===== src/rtl/simple_bus_fabric.sv =====
// Single-master, multi-slave simple-bus interconnect with one-hot chunk decode,
// per-slave ack, registered read data, unmapped/timeout errors and error capture.
//
// Ports:
//   i_Clk, i_Rst                      clock, async active-low reset
//   i_M_Req/Addr/WE/ByteEn/WD         master request (sampled only in IDLE)
//   o_M_RD/Ack/Err/Busy               master response and status
//   o_S_Sel/Addr/WE/ByteEn/WD         slave-side request, Sel one-hot in ACCESS
//   i_S_RD, i_S_Ack                   packed slave read data and acks
//   i_Err_Clr                         clear of the error counter
//   o_Err_Addr, o_Err_Cnt             last failed address, saturating fail count
module simple_bus_fabric #(
    parameter int WORD_ADDR_WIDTH     = 16,
    parameter int ADDR_BITS_PER_CHUNK = 6,
    parameter int NUM_SLAVES          = 4,
    parameter int TIMEOUT_CYCLES      = 16,
    parameter int ERR_CNT_WIDTH       = 8
) (
    input  logic                           i_Clk,
    input  logic                           i_Rst,
    input  logic                           i_M_Req,
    input  logic [WORD_ADDR_WIDTH-1:0]     i_M_Addr,
    input  logic                           i_M_WE,
    input  logic [3:0]                     i_M_ByteEn,
    input  logic [31:0]                    i_M_WD,
    output logic [31:0]                    o_M_RD,
    output logic                           o_M_Ack,
    output logic                           o_M_Err,
    output logic                           o_M_Busy,
    output logic [NUM_SLAVES-1:0]          o_S_Sel,
    output logic [ADDR_BITS_PER_CHUNK-1:0] o_S_Addr,
    output logic                           o_S_WE,
    output logic [3:0]                     o_S_ByteEn,
    output logic [31:0]                    o_S_WD,
    input  logic [NUM_SLAVES*32-1:0]       i_S_RD,
    input  logic [NUM_SLAVES-1:0]          i_S_Ack,
    input  logic                           i_Err_Clr,
    output logic [WORD_ADDR_WIDTH-1:0]     o_Err_Addr,
    output logic [ERR_CNT_WIDTH-1:0]       o_Err_Cnt
);

    localparam int IDX_W = WORD_ADDR_WIDTH - ADDR_BITS_PER_CHUNK;
    localparam int TMO_W = $clog2(TIMEOUT_CYCLES + 1);
    localparam logic [ERR_CNT_WIDTH-1:0] CNT_MAX = '1;

    typedef enum logic [1:0] {IDLE, ACCESS, RESP} state_t;

    state_t state, state_nxt;

    logic [WORD_ADDR_WIDTH-1:0] req_addr;
    logic                       req_we;
    logic [3:0]                 req_be;
    logic [31:0]                req_wd;
    logic [IDX_W-1:0]           req_idx;
    logic [TMO_W-1:0]           tmo_cnt;
    logic                       err_flag;

    logic [IDX_W-1:0]      m_idx;
    logic                  m_mapped;
    logic [NUM_SLAVES-1:0] sel;
    logic [31:0]           sel_rd;
    logic                  sel_ack;
    logic                  timeout;
    logic                  new_err;

    assign m_idx    = i_M_Addr[WORD_ADDR_WIDTH-1:ADDR_BITS_PER_CHUNK];
    assign m_mapped = m_idx < IDX_W'(NUM_SLAVES);

    // Decode of the captured index; the loop keeps the mux in range
    // even though req_idx is wider than the slave count.
    always_comb begin
        sel    = '0;
        sel_rd = '0;
        for (int k = 0; k < NUM_SLAVES; k++) begin
            if (req_idx == IDX_W'(k)) begin
                sel[k] = 1'b1;
                sel_rd = i_S_RD[32*k +: 32];
            end
        end
    end

    // Acks from slaves other than the addressed one never count.
    assign sel_ack = |(sel & i_S_Ack);
    assign timeout = tmo_cnt == TMO_W'(TIMEOUT_CYCLES - 1);

    assign new_err = ((state == IDLE) && i_M_Req && !m_mapped) ||
                     ((state == ACCESS) && !sel_ack && timeout);

    always_ff @(posedge i_Clk or negedge i_Rst) begin
        if (!i_Rst) begin
            state <= IDLE;
        end else begin
            state <= state_nxt;
        end
    end

    always_comb begin
        state_nxt = state;
        unique case (state)
            IDLE: begin
                if (i_M_Req) begin
                    state_nxt = m_mapped ? ACCESS : RESP;
                end
            end
            ACCESS: begin
                if (sel_ack || timeout) begin
                    state_nxt = RESP;
                end
            end
            RESP:    state_nxt = IDLE;
            default: state_nxt = IDLE;
        endcase
    end

    always_comb begin
        o_M_Ack  = state == RESP;
        o_M_Err  = (state == RESP) && err_flag;
        o_M_Busy = state != IDLE;
        o_S_Sel  = (state == ACCESS) ? sel : '0;
    end

    assign o_S_Addr   = req_addr[ADDR_BITS_PER_CHUNK-1:0];
    assign o_S_WE     = req_we;
    assign o_S_ByteEn = req_be;
    assign o_S_WD     = req_wd;

    always_ff @(posedge i_Clk or negedge i_Rst) begin
        if (!i_Rst) begin
            req_addr <= '0;
            req_we   <= 1'b0;
            req_be   <= '0;
            req_wd   <= '0;
            req_idx  <= '0;
            tmo_cnt  <= '0;
            err_flag <= 1'b0;
            o_M_RD   <= '0;
        end else begin
            unique case (state)
                IDLE: begin
                    if (i_M_Req) begin
                        req_addr <= i_M_Addr;
                        req_we   <= i_M_WE;
                        req_be   <= i_M_ByteEn;
                        req_wd   <= i_M_WD;
                        req_idx  <= m_idx;
                        tmo_cnt  <= '0;
                        err_flag <= !m_mapped;
                        if (!m_mapped) begin
                            o_M_RD <= '0;
                        end
                    end
                end
                ACCESS: begin
                    if (sel_ack) begin
                        o_M_RD   <= req_we ? 32'h0 : sel_rd;
                        err_flag <= 1'b0;
                    end else if (timeout) begin
                        o_M_RD   <= '0;
                        err_flag <= 1'b1;
                    end else begin
                        tmo_cnt <= tmo_cnt + 1'b1;
                    end
                end
                default: ;
            endcase
        end
    end

    // Clear wins first, then a same-cycle error counts from zero.
    always_ff @(posedge i_Clk or negedge i_Rst) begin
        if (!i_Rst) begin
            o_Err_Addr <= '0;
            o_Err_Cnt  <= '0;
        end else begin
            if (new_err) begin
                o_Err_Addr <= (state == IDLE) ? i_M_Addr : req_addr;
            end
            if (i_Err_Clr) begin
                o_Err_Cnt <= new_err ? ERR_CNT_WIDTH'(1) : '0;
            end else if (new_err && (o_Err_Cnt != CNT_MAX)) begin
                o_Err_Cnt <= o_Err_Cnt + 1'b1;
            end
        end
    end

endmodule


===== config.mk =====
export PLATFORM = sky130hd
export DESIGN_NAME = simple_bus_fabric
export DESIGN_NICKNAME = d
export VERILOG_FILES = /design/src/rtl/simple_bus_fabric.sv
export SDC_FILE = /design/constraint.sdc
export NUM_CORES = 1
export LEC_CHECK = 0
export ABC_AREA = 1
export CORE_MARGIN = 4
export CORE_UTILIZATION = 37
export CTS_CLUSTER_SIZE = 24
export DETAILED_ROUTE_END_ITERATION = 6
export MAX_ROUTING_LAYER = met4
export PLACE_DENSITY_LB_ADDON = 0.2
export SLEW_MARGIN = 20
export SYNTH_ARGS = -nofsm -noshare
export SYNTH_HDL_FRONTEND = slang
export SYNTH_SLANG_ARGS = --single-unit

===== constraint.sdc =====
create_clock -name i_Clk -period 1.6 [get_ports i_Clk]
set_input_delay 0.4 -clock i_Clk [delete_from_list [all_inputs] [get_ports i_Clk]]
set_output_delay 0.4 -clock i_Clk [all_outputs]
set_load 0.01 [all_outputs]

==> flow_metrics.env <==
export IMPL_outcome="complete, but fails checks"
export IMPL_failed_checks="negative setup slack"
export IMPL_timing_critical_path_to_type="output port"
export IMPL_cts_made_buffers=17
export IMPL_post_route_cells_drive_above_1_share_pct=14.57
export IMPL_ir_drop_uv=727.5
export IMPL_synth_top_cell_by_area="sky130_fd_sc_hd__dfrtp_1"
export IMPL_dr_pass1_iters=5
export IMPL_share_clk_of_total_power_pct=40.6
export IMPL_final_setup_skew_ps=14.82
export IMPL_vias_per_cell=4.944
export IMPL_synth_commonest_cells="296 x sky130_fd_sc_hd__nand2_1, 118 x sky130_fd_sc_hd__nand3_1, 117 x sky130_fd_sc_hd__dfrtp_1"
export IMPL_max_freq_mhz=484.4
export IMPL_setup_violations_final=70
export IMPL_maximum_number_of_pins_on_one_net_before_global_route_repair=51
export IMPL_clk_transition_reported_paths_ps=60
export IMPL_cellLeakagePower_uw=0.005188
export IMPL_finalNetCount=1318
export IMPL_area_of_the_core_region_mm2=0.01594
export IMPL_starting_density_pct=37.98
export IMPL_crit_path_cell_trace="nor2_2 > nand2_2 > nor2_4 > buf_6 > buf_4 > nand2_4 > nor2_4 > buf_6"
export IMPL_synth_edff_count=0
export IMPL_async_flop_share_pct=100.0
export IMPL_synth_lib_cells_used_distinct=30
export IMPL_synth_seq_area_share_pct=48.35
export IMPL_report_final_slew_viol_count=0
export IMPL_clk_insertion_delay_late_ps=410
export IMPL_power_report_internal_total_uw=6577
export IMPL_timing_hold_worst_class="primary input to asynchronous set/reset pin"
export IMPL_drtIter0Drc=412
export IMPL_path_delay_family="simple AND/OR/NAND/NOR gates"
export IMPL_floorplan_die_area_mm2=0.01848
export IMPL_dp_final_hpwl_um=16130
export IMPL_place_congestion=0.8017
export IMPL_cell_count_after_synthesis=790
export IMPL_synth_ff_latch_count=117
export IMPL_arrival_time_reported_for_the_critical_path_endpoint_ps=1660
export IMPL_utilization_of_the_core_after_routing_pct=65.19
export IMPL_fraction_of_the_cycle_the_final_worst_path_needs_pct=129.0
export IMPL_track_usage_pct=23.94
export IMPL_combPwrFrac_pct=22.1
export IMPL_sort_of_element_at_the_start_of_the_critical_path="flip-flop"
export IMPL_final_critical_path_setup_slack_ps=-464.5
export IMPL_synth_warnings=0
export IMPL_clock_tree_htree_level_count=4
export IMPL_detail_route_antenna_nets=0
export IMPL_setup_repair_after_global_routing_missed_its_margin="true"
export IMPL_diodes=0
export IMPL_worst_slew_pin_transition_ps=405.9
export IMPL_cp_num_buf_inv=3
export IMPL_post_synth_top_flop="sky130_fd_sc_hd__dfrtp_1"
export IMPL_layout_area_overhead_vs_synth_pct=71.63
export IMPL_via_count_of_the_first_global_routing_pass=6521
export IMPL_number_of_standard_cell_rows_in_the_floorplan=46
export IMPL_postSynthNetCount=982
export IMPL_synthesis_area_per_instance_um2=7.666
export IMPL_synthDominantCellAreaShare_pct=48.35
export IMPL_buffers_from_clock_root_to_sink_at_most=2
export IMPL_mean_routed_wirelength_per_cell_um=16.37
export IMPL_synth_area_top_cells="sky130_fd_sc_hd__dfrtp_1 48%, sky130_fd_sc_hd__nand2_1 18%, sky130_fd_sc_hd__nand3_1 9.8%"
export IMPL_io_pin_count=295
export IMPL_die_x_um=135.9
export IMPL_drc_errors=0
export IMPL_timing_final_hold_violations=0
export IMPL_timing_critical_path_required_ps=1200
export IMPL_final_fill_count=1384
export IMPL_routed_wirelength_um=22180
export IMPL_drv_max_cap_violation_count=0
export IMPL_grt_pass1_wl_um=33730
export IMPL_number_of_antenna_violations_at_the_first_check_in_global_routing=0
export IMPL_die_height_um=135.9
export IMPL_overflow=0
export IMPL_cts_sinks=117
export IMPL_root_buffer="sky130_fd_sc_hd__clkbuf_16"
export IMPL_num_vias=6699
export IMPL_period_minus_slack_ps=2064
export IMPL_port_buffers=294
export IMPL_overall_power_consumption_uw=9090
export IMPL_yosysMostFrequentCell="sky130_fd_sc_hd__nand2_1"
export IMPL_kind_of_critical_path="flip-flop to output port"
export IMPL_netSwitchingFraction_pct=27.64
export IMPL_cp_slowest_stage_delay_ps=400
export IMPL_cts_tree="built"
export IMPL_sequentialPowerShare_pct=37.3
export IMPL_power_per_cell_area_mw_per_mm2=874.5
export IMPL_sw_power_uw=2513
export IMPL_max_slew_margin_pct=72.81
export IMPL_post_synth_instance_area_mm2=0.006056
export IMPL_crit_path_max_fanout=2
export IMPL_worst_path_max_delay_cell="sky130_fd_sc_hd__dfrtp_1"
[metrics by stage]
| stage | worst slack, ps | cell area, um^2 | TNS [ps] | std cells | hold WS [ps] |
|---|---|---|---|---|---|
| 2_1_floorplan | -108.6 | 6100 | -252.3 | 790 | 104.4 |
| 3_3_place_gp | -484.8 | 9520 | -40650 | 1303 | 297.5 |
| 3_5_place_dp | -524.0 | 9520 | -43300 | 1303 | 302.5 |
| 4_1_cts | -430.0 | 10250 | -24900 | 1350 | 407.3 |
| 5_1_grt | -545.3 | 10390 | -31280 | 1355 | 421.7 |
| 6_report | -464.5 | 10390 | -25930 | 1355 | 426.7 |
[flip-flops by register name (all words and copies together), names as in the netlist]
signal      flops
req_addr       16
state           2
o_M_RD         32
o_Err_Addr     16
o_S_ByteEn      4
tmo_cnt         5
o_S_WE          1
err_flag        1
o_Err_Cnt       8
o_S_WD         32
[placed cells by master, fill, tap and decap left out, types with 3 or more instances in the layout]
cell type                         count
sky130_fd_sc_hd__clkdlybuf4s50_1    187
sky130_fd_sc_hd__nand3_1            115
sky130_fd_sc_hd__nor2_1              15
sky130_fd_sc_hd__o21ai_0             31
sky130_fd_sc_hd__clkinvlp_4           4
sky130_fd_sc_hd__clkinv_2             3
sky130_fd_sc_hd__nand2_2              6
sky130_fd_sc_hd__nand2_1            288
sky130_fd_sc_hd__clkinv_4             3
sky130_fd_sc_hd__nor2_2               7
sky130_fd_sc_hd__dlygate4sd2_1       99
sky130_fd_sc_hd__nand4_1             13
sky130_fd_sc_hd__o21ai_1             33
sky130_fd_sc_hd__inv_2                3
sky130_fd_sc_hd__nand2_4              5
sky130_fd_sc_hd__o21ai_2              3
sky130_fd_sc_hd__buf_6               19
sky130_fd_sc_hd__buf_4               53
sky130_fd_sc_hd__xor2_1               5
sky130_fd_sc_hd__clkbuf_16           20
sky130_fd_sc_hd__nor2_4              10
sky130_fd_sc_hd__nand3_4              3
sky130_fd_sc_hd__o22ai_1             37
sky130_fd_sc_hd__inv_1               25
sky130_fd_sc_hd__buf_12               9
sky130_fd_sc_hd__dfrtp_1            115
sky130_fd_sc_hd__or2_2                3
[metal layers]
| metal | GRT usage, % | up-vias | routed length, um |
|---|---|---|---|
| li1 | - | 3290 | - |
| met1 | 29.51 | 3128 | 9194 |
| met2 | 38.22 | 250 | 10770 |
| met3 | 7.106 | 31 | 1763 |
| met4 | 7.223 | 0 | 452 |
| met5 | - | - | 0 |
[final cells by class]
cell class / count / area (um^2) / share of cell area [%]
Tap cell: 216 / 270.3 / 2.600
Multi-Input combinational cell: 584 / 2844 / 27.36
Sequential cell: 117 / 2930 / 28.19
Inverter: 32 / 130.1 / 1.252
Clock inverter: 12 / 131.4 / 1.264
Clock buffer: 20 / 446.7 / 4.298
Timing Repair Buffer: 374 / 3641 / 35.03
[power groups by stage]
stage	clock (uW)	sequential, uW	combinational [uW]
5_1_grt	3930	3420	2190
3_3_place_gp	0	3440	2020
3_5_place_dp	0	3440	2030
2_1_floorplan	0	3510	653
6_report	3690	3390	2010
4_1_cts	3770	3390	1960
[what timing repair did]
item                                    CTS  global route
hold buffers                              1             0
gates resized for setup                 183            18
gates cloned                              0             4
pin swaps                                 9            10
buffers inserted                         14             3
endpoints found under the hold margin    17             0
endpoints found under the setup margin  205            77
[cell families (layout without fill, tap and decap cells)]
logic type	count (synthesis)	count (layout)	share of synthesized area, %
compound gates	107	107	9.938
xor+xnor	5	5	0.7231
fa+ha+maj	3	3	0.6199
simple gates	469	469	33.16
flops	117	117	48.35
buf+inv	89	438	7.210
[worst paths after layout]
check / from / to / slack, ps / cells after the start
max in group asynchronous: i_Rst / o_Err_Cnt[2] / 610 / 3
worst min register to register: o_S_ByteEn[2] / o_S_ByteEn[2] / 460 / 2
worst max-delay path: req_addr[15] / o_S_Sel[3] / -460 / 8
min in group i_Clk: o_S_ByteEn[2] / o_S_ByteEn[2] / 460 / 2
worst min-delay path: i_Rst / o_Err_Addr[1] / 430 / 2
worst max register to register: req_addr[15] / o_M_RD[21] / -450 / 14
Note: power is estimated with default switching activity, not from simulation.
